`config.mk`:
```
export PLATFORM = sky130hd
export DESIGN_NAME = spi_temp_reader
export DESIGN_NICKNAME = d
export VERILOG_FILES = /design/src/rtl/spi_temp_pkg.sv /design/src/rtl/spi_tick_gen.sv /design/src/rtl/spi_temp_reader.sv
export SDC_FILE = /design/constraint.sdc
export NUM_CORES = 1
export LEC_CHECK = 0
export BUFFER_PORTS_ARGS = -buffer_cell sky130_fd_sc_hd__buf_4
export CAP_MARGIN = 20
export CORE_AREA = 5 5 68 70
export CTS_CLUSTER_SIZE = 16
export DETAILED_ROUTE_END_ITERATION = 8
export DIE_AREA = 0 0 73 75
export HOLD_SLACK_MARGIN = 0.12
export PLACE_DENSITY = 0.78
export SYNTH_ARGS = -nofsm -noshare
export SYNTH_HDL_FRONTEND = slang
export SYNTH_SLANG_ARGS = --single-unit
```
`constraint.sdc`:
```
create_clock -name clk_in_p -period 2.8 [get_ports clk_in_p]
set_input_delay 0.56 -clock clk_in_p [delete_from_list [all_inputs] [get_ports clk_in_p]]
set_output_delay 0.56 -clock clk_in_p [all_outputs]
set_load 0.01 [all_outputs]
```
`src/rtl/spi_temp_pkg.sv`:
```
// Shared SPI definitions: FSM state encoding and default frame/clock settings
// used by the sensor readers in this design.
package spi_temp_pkg;

  localparam int SPI_FRAME_BITS = 16;
  localparam int SPI_CLK_DIV    = 4;

  typedef enum logic [1:0] {
    IDLE  = 2'd0,
    SETUP = 2'd1,
    SHIFT = 2'd2,
    HOLD  = 2'd3
  } spi_state_t;

endpackage

```
`src/rtl/spi_tick_gen.sv`:
```
// Half-period timer for the SPI master: pulses tick every CLK_DIV enabled
// cycles and restarts from zero whenever the owner changes state.
module spi_tick_gen #(
  parameter int CLK_DIV = 4
) (
  input  logic clk_in_p,
  input  logic rst_in_p,
  input  logic clr_in_p,
  input  logic en_in_p,
  output logic tick_out_p
);

  localparam int HC_W = $clog2(CLK_DIV + 1);

  logic [HC_W-1:0] hc_reg;

  assign tick_out_p = en_in_p && (hc_reg == HC_W'(CLK_DIV - 1));

  always_ff @(posedge clk_in_p or posedge rst_in_p) begin
    if (rst_in_p) begin
      hc_reg <= '0;
    end else if (clr_in_p) begin
      hc_reg <= '0;
    end else if (en_in_p) begin
      if (tick_out_p) begin
        hc_reg <= '0;
      end else begin
        hc_reg <= hc_reg + HC_W'(1);
      end
    end
  end

endmodule

```
`src/rtl/spi_temp_reader.sv`:
```
// SPI mode-0 master that reads one MSB-first frame from the temperature
// sensor per start request; SCLK is a registered, tick-paced output.
module spi_temp_reader
  import spi_temp_pkg::*;
#(
  parameter int CLK_DIV    = SPI_CLK_DIV,
  parameter int FRAME_BITS = SPI_FRAME_BITS
) (
  input  logic                  clk_in_p,
  input  logic                  rst_in_p,
  input  logic                  start_in_p,
  input  logic                  miso_in_p,
  output logic                  sclk_out_p,
  output logic                  cs_n_out_p,
  output logic [FRAME_BITS-1:0] data_out_p,
  output logic                  valid_out_p,
  output logic                  busy_out_p
);

  localparam int BC_W = $clog2(FRAME_BITS + 1);

  spi_state_t            state_reg, state_next;
  logic                  sclk_reg, sclk_next;
  logic                  cs_n_reg, cs_n_next;
  logic                  busy_reg, busy_next;
  logic                  valid_reg, valid_next;
  logic [BC_W-1:0]       bit_cnt_reg, bit_cnt_next;
  logic [FRAME_BITS-1:0] shift_data_reg, shift_data_next;
  logic [FRAME_BITS-1:0] data_reg, data_next;
  logic                  tick;
  logic                  state_change;

  assign state_change = (state_next != state_reg);

  spi_tick_gen #(
    .CLK_DIV(CLK_DIV)
  ) u_tick_gen (
    .clk_in_p  (clk_in_p),
    .rst_in_p  (rst_in_p),
    .clr_in_p  (state_change),
    .en_in_p   (state_reg != IDLE),
    .tick_out_p(tick)
  );

  always_ff @(posedge clk_in_p or posedge rst_in_p) begin
    if (rst_in_p) begin
      state_reg      <= IDLE;
      sclk_reg       <= 1'b0;
      cs_n_reg       <= 1'b1;
      busy_reg       <= 1'b0;
      valid_reg      <= 1'b0;
      bit_cnt_reg    <= '0;
      shift_data_reg <= '0;
      data_reg       <= '0;
    end else begin
      state_reg      <= state_next;
      sclk_reg       <= sclk_next;
      cs_n_reg       <= cs_n_next;
      busy_reg       <= busy_next;
      valid_reg      <= valid_next;
      bit_cnt_reg    <= bit_cnt_next;
      shift_data_reg <= shift_data_next;
      data_reg       <= data_next;
    end
  end

  always_comb begin
    state_next      = state_reg;
    sclk_next       = sclk_reg;
    cs_n_next       = cs_n_reg;
    busy_next       = busy_reg;
    valid_next      = 1'b0;
    bit_cnt_next    = bit_cnt_reg;
    shift_data_next = shift_data_reg;
    data_next       = data_reg;

    case (state_reg)
      IDLE: begin
        if (start_in_p) begin
          state_next   = SETUP;
          cs_n_next    = 1'b0;
          busy_next    = 1'b1;
          bit_cnt_next = '0;
        end
      end
      SETUP: begin
        if (tick) begin
          state_next      = SHIFT;
          sclk_next       = 1'b1;
          shift_data_next = (shift_data_reg << 1) | FRAME_BITS'(miso_in_p);
          bit_cnt_next    = bit_cnt_reg + BC_W'(1);
        end
      end
      SHIFT: begin
        if (tick) begin
          if (sclk_reg) begin
            sclk_next = 1'b0;
          end else if (bit_cnt_reg == BC_W'(FRAME_BITS)) begin
            // Last pulse has finished its full low phase; CS hold begins.
            state_next = HOLD;
          end else begin
            sclk_next       = 1'b1;
            shift_data_next = (shift_data_reg << 1) | FRAME_BITS'(miso_in_p);
            bit_cnt_next    = bit_cnt_reg + BC_W'(1);
          end
        end
      end
      HOLD: begin
        if (tick) begin
          state_next = IDLE;
          cs_n_next  = 1'b1;
          busy_next  = 1'b0;
          data_next  = shift_data_reg;
          valid_next = 1'b1;
        end
      end
      default: begin
        state_next = IDLE;
      end
    endcase
  end

  assign sclk_out_p  = sclk_reg;
  assign cs_n_out_p  = cs_n_reg;
  assign data_out_p  = data_reg;
  assign valid_out_p = valid_reg;
  assign busy_out_p  = busy_reg;

endmodule
```
---- Yosys cells after proc, flatten, opt, wreduce, memory -nomap -nowiden ----
Cells that the tools add are included.
storage, ports and cells
  register bits ........................... 46
  bits of input ports ..................... 4
  output and inout bits ................... 20
  word-level logic and storage cells ...... 69
operators by class
  add/subtract/negate cells ............... 2
  equality and inequality tests ........... 12
  mux-type cells .......................... 33
  bitwise logic cells ..................... 1
  reduce and logical (&&, ||, !) cells .... 12
operators by type and width
  operator             number
  $mux 16              4
  $pmux 16 s2          1
  $mux 5               5
  $or 16x1->16         1
  $pmux 5 s3           1
  $mux 2               6
  $ne 2x2->1 const B   6
  $mux 1               9
  $mux 3               3
  $pmux 2 s4           1
  $reduce_bool 2->1    4
  $pmux 1 s2           3
  $reduce_and 3->1     2
  $reduce_and 6->1     1
  $add 5x1->5 const B  1
  $eq 5x5->1 const B   1
  $reduce_and 5->1     1
  $eq 2x2->1 const B   2
  $add 3x1->3 const B  1
  $eq 3x2->1 const B   1
  $reduce_bool 3->1    1
  $eq 2x1->1 const B   1
  $logic_not 2->1      1
  $ne 2x2->1           1
  other kinds (2)      2

---- Longest topological paths before layout ----
  depth in word-level cells ............... 7
  gate-level depth with buffers ........... 8
  gate-level depth less buffers ........... 6

---- Hierarchy ----
A second synthesis with hierarchy kept.
unflattened totals
  cell total of the unflattened synthesis .. 160
  area total of the unflattened synthesis .. 2127.0 um^2
by module, submodules not included
  module           times used  cells each  area each (um^2)  seq. area each (um^2)
  spi_temp_reader  1           145         1978.1            1077.3
  spi_tick_gen     1           15          148.9             75.1

---- Least setup slack after synthesis ----
No wires, ideal clock.
  kind .................................... reg2reg
  from .................................... reg state_reg[0]
  to ...................................... reg data_reg[0], in the netlist data_out_p[0]
  setup time .............................. 125 ps
  arrival ................................. 1971 ps
  required time ........................... 2675 ps
  setup slack ............................. 704 ps
  stages on the path, launching flop included .. 9
  buffers on the path ..................... 3
  period minus slack after synthesis ...... 2096 ps
  cell sequence ........................... dfrtp_1 > inv_1 > ha_1 > buf_6 > nor3b_4 > and2_1 > buf_4 > buf_6 > mux2_2
between the ends
  cells in the longest elaborated chain, start to end .. 3
RTL lines
  item                                   line                   source
  from (decl)                            spi_temp_reader.sv:22  spi_state_t state_reg, state_next;
  from (signal assigned)                 spi_temp_reader.sv:56  state_reg <= state_next;
  $reduce_bool 2->1                      spi_temp_reader.sv:41  .en_in_p (state_reg != IDLE),
  $logic_and 1x1->1                      spi_tick_gen.sv:17     assign tick_out_p = en_in_p && (hc_reg == HC_W'(CLK_DIV - 1));
  $reduce_and 2->1 (no source line) (*)  --
  to (signal assigned)                   spi_temp_reader.sv:63  data_reg <= data_next;
  to (decl)                              spi_temp_reader.sv:29  logic [FRAME_BITS-1:0] data_reg, data_next;
Every way passes the cells marked *; elsewhere a longest branch is shown, timed or not.
A chain may end at the register's enable or synchronous reset.

---- Worst setup path after layout ----
  from .................................... reg state_reg[0]
  to ...................................... reg u_tick_gen.hc_reg[0]
between the ends
  cells in the longest elaborated chain, start to end .. 6
RTL lines
  item                                         line                                                                  source
  $mux 2 or $reduce_bool 2->1 (tied branches)  spi_temp_reader.sv:98, spi_temp_reader.sv:41
  $mux 2 or $logic_and 1x1->1 (tied branches)  spi_temp_reader.sv:96, spi_tick_gen.sv:17
  $mux 2, on equally long branches             spi_temp_reader.sv:95, spi_temp_reader.sv:87, spi_temp_reader.sv:109
  $pmux 2 s4                                   spi_temp_reader.sv:77                                                 case (state_reg)
  $ne 2x2->1                                   spi_temp_reader.sv:33                                                 assign state_change = (state_next != state_reg);
  $mux 3 or $reduce_bool 2->1 (tied branches)  --
  to (signal assigned)                         spi_tick_gen.sv:28                                                    hc_reg <= hc_reg + HC_W'(1);
  to (decl)                                    spi_tick_gen.sv:15                                                    logic [HC_W-1:0] hc_reg;
Several ways; a longest one is shown, not always the timed one. The select of a mux whose other input is x is not followed.

==> reports/metrics.sh <==
RUN_STATUS='completed'
YS_TYPES=36
FIN_WORST_HOLD_SLACK_NS=0.404
DRT_FIRST_ITER_VIOLATIONS=81
SETUP.REG_TO_REG.WORST_SLACK_NS=0.38
SLOWEST_STAGE_CELL_CP='sky130_fd_sc_hd__o311ai_0'
SYNTHESIS.YOSYS.WARNINGS=0
CLOCK_SINKS=46
POSTSYNTHCELLCOUNT=161
CLOCK_LATENCY_NS=0.29
SYNTH_TOP_CELL_AREA_SHARE_PCT=52.9
DRT-TOTAL-WL_UM=3760
UNREPAIRED_SETUP_ENDPOINTS_AFTER_GLOBAL_ROUTING='no'
MIN-DELAY-PATH-CLASS='input port to async pin'
CLKSLEWWORSTSETUPHOLDPATHS_NS=0.09
SYNTHESIS_TO_FINISH_AREA_GROWTH_PCT=13.8
CTS_HOLD_BUFFERS=0
OVERFLOW=0
CELL_BY_CELL_LISTING_OF_THE_CRITICAL_PATH='inv_1, ha_1, nor3b_4, a21oi_1, o311ai_0, nor3_1'
CELLPOWERDENSITY_nW_PER_UM2=448
MAXCAPVIOLATIONS=0
SYNTH_EDF_COUNT=0
POSTCTSSETUPREPAIRBUFS=0
CRITICALPATHCATEGORY='register to register'
PATH_MAX_FANOUT=10
CP-STARTPOINT='state_reg[0]'
DIE-WIDTH_UM=73
FINALWORSTPATHREQUIREDPERIOD_NS=2.42
FINAL_NET_COUNT=202
HPWL_UM=2600
PLACED_CELLS_INCL_TAPS=232
GRT_PASS1_VIAS=1435
PRE_CTS_WORST_SETUP_SLACK_NS=0.394
ENDPOINT_KIND='register'
MAX_SLEW.WORST_PIN.SLEW_NS=0.652
SYNTH-MAIN-FF-CELL='sky130_fd_sc_hd__dfrtp_1'
POSTSYNTH.ASYNCRESETSHARE_PCT=100
WORSTPATHREQUIRED_NS=2.95
P_LEAK_uW=0.00117
CLOCK_PATH_BUFFERS=2
ANTENNA_CELLS_INSERTED=0
MAPPEDNETLISTNETS=174
TRITONCTS='built'
WORST_SLEW_MARGIN_REL_PCT=56.0
WORST_CASE_VDD_IR_DROP_uV=289
INITIAL_UTILIZATION_PCT=54.3
GRT_MAX_DEGREE=47
COUNT_OF_FINAL_MAX_SLEW_CHECK_FAILURES=0
CTS-ROOT-BUF='sky130_fd_sc_hd__clkbuf_8'
FILLERS=329
REPORT.FINAL.HOLD_VIOL_COUNT=0
DRTANTENNAVIOLNETS=0
GRT_TOTAL_USAGE_PCT=15.6
PORTBUFFERS=23
SYNTH_TOP_CELL_BY_AREA='sky130_fd_sc_hd__dfrtp_1'
POST_LAYOUT_NONFILLER_INSTANCES=240
CLOCK-SKEW-FINAL_NS=0.00763
NUM_VIAS=1337
LAYOUT-DRIVE-GT1-SHARE_PCT=38.4
FP_ROWS=23
AVGSYNTHCELLAREA_UM2=13.2
NETLIST_TOP_CELLS_COUNT='sky130_fd_sc_hd__dfrtp_1, sky130_fd_sc_hd__mux2_2, sky130_fd_sc_hd__nand2_1'
GRT_ANTENNA_BEFORE_REPAIR=0
IO_PINS=24
YOSYS.CELL_COUNT.TOP_TYPE='sky130_fd_sc_hd__dfrtp_1'
FINALCRITPERIODSHARE_PCT=86.4
FINALSETUPVIOLCOUNT=0
YS_SEQ_AREA_SHARE_PCT=54.2
WORST_SLACK_NS=0.380
CP-START-KIND='register'
POST_CTS_RESIZED=0
REG2REG_FROM='state_reg[0]'
HTREE_LEVELS=2
SETUP_TOTAL_NEGATIVE_SLACK_NS=0
ROUTED_WIRE_LENGTH_PER_INSTANCE_UM=15.7
DRTPASS1ITERATIONS=4
ACHIEVABLE-FREQUENCY_MHz=413
SYNTH.AREA.TOP_CELLS='sky130_fd_sc_hd__dfrtp_1, sky130_fd_sc_hd__mux2_2, sky130_fd_sc_hd__ha_1'
CTS_BUFFERS=5
TIMING.RR.END='u_tick_gen.hc_reg[0]'
R2R_CELLS=6
DIE_AREA_UM2=5480
SYN_STD_CELL_AREA_UM2=2130
DETAIL_ROUTE.DRC_VIOLATIONS=0
GRT_PASS1_WL_UM=6580
WORST_PATH_LARGEST_CELL_DELAY_NS=0.57
FINALWEIGHTEDCONGESTION=0.911
CORE_REGION_AREA_UM2=3910
CRITPATHARRIVALTIME_NS=2.57
YOSYS_REGISTER_BITS=46
DIE_HEIGHT_UM=75
VIA_PER_INST=5.57
-- critical path, delay by kind of cell, from the launching register on --
family | cells | cell delay (ns)
buffers and inverters | 1 | 0.15
and+or+nand+nor | 2 | 0.61
DFF | 1 | 0.44
adders and majority gates | 1 | 0.38
AOI/OAI and AO/OA | 2 | 0.69
-- how the worst max path moves through the flow --
stage / cells after the start / slack (ns) / end
after floorplan: 8 / 0.70 / data_out_p[0]
after global placement: 6 / 0.59 / data_out_p[1]
after detailed placement: 6 / 0.39 / u_tick_gen.hc_reg[0]
after CTS: 6 / 0.37 / u_tick_gen.hc_reg[0]
after global routing: 6 / 0.14 / u_tick_gen.hc_reg[2]
final: 6 / 0.38 / u_tick_gen.hc_reg[0]
-- layer usage --
metal  global-route usage [%]  part of all wire (%)  vias to the layer above
met5                        0                     0                        -
met4                     5.53                  0.66                        0
met3                     5.07                   6.6                        4
met2                     26.3                    51                       46
met1                     18.8                    41                      658
li1                         -                     -                      629
-- logic make-up (layout without fill, tap and decap cells) --
kind of cell    after synthesis  in the layout  share of synthesized area, %
buf+inv                      12             41                          3.35
fa+ha+maj                     9              9                          5.29
compound gates               21             21                          8.18
mux                          34             34                          17.9
flops                        46             46                          54.2
simple gates                 39             39                          11.1
-- metrics by stage --
step / util [%] / total power [uW] / instance area [um2]
2_1_floorplan: - / 699 / 2130
3_3_place_gp: 59.7 / 708 / 2340
3_5_place_dp: 59.7 / 710 / 2340
4_1_cts: 61.8 / 1100 / 2420
5_1_grt: 61.8 / 1130 / 2420
6_report: 61.8 / 1080 / 2420
-- placed cells by master (no fill, tap or decap), types with 2 or more instances in the layout --
cell type,instances
sky130_fd_sc_hd__a21oi_1,4
sky130_fd_sc_hd__and2_1,3
sky130_fd_sc_hd__buf_4,25
sky130_fd_sc_hd__clkbuf_1,2
sky130_fd_sc_hd__clkbuf_8,5
sky130_fd_sc_hd__dfrtp_1,45
sky130_fd_sc_hd__ha_1,9
sky130_fd_sc_hd__inv_1,7
sky130_fd_sc_hd__mux2_2,32
sky130_fd_sc_hd__mux2i_1,2
sky130_fd_sc_hd__nand2_1,10
sky130_fd_sc_hd__nand2b_1,2
sky130_fd_sc_hd__nand3_1,6
sky130_fd_sc_hd__nor2_1,4
sky130_fd_sc_hd__nor3_1,5
sky130_fd_sc_hd__nor3b_1,2
sky130_fd_sc_hd__o21ai_0,5
-- layout make-up --
cell class,count,area (um2),share of cell area (%)
clock buffers,7,76.3,3.15
clock inverters,1,7.51,0.310
inverters,8,30.0,1.24
multi-input cells,103,903,37.3
flip-flops and latches,46,1150,47.6
well taps,50,62.6,2.59
repair buffers,25,188,7.76
-- where the power goes --
part	internal [uW]	switching, uW	leakage (uW)
combinational	7.65	15.7	0.000536
clock	177	212	0.0000385
sequential	669	3.31	0.000598
(Power assumes the default switching activity.)
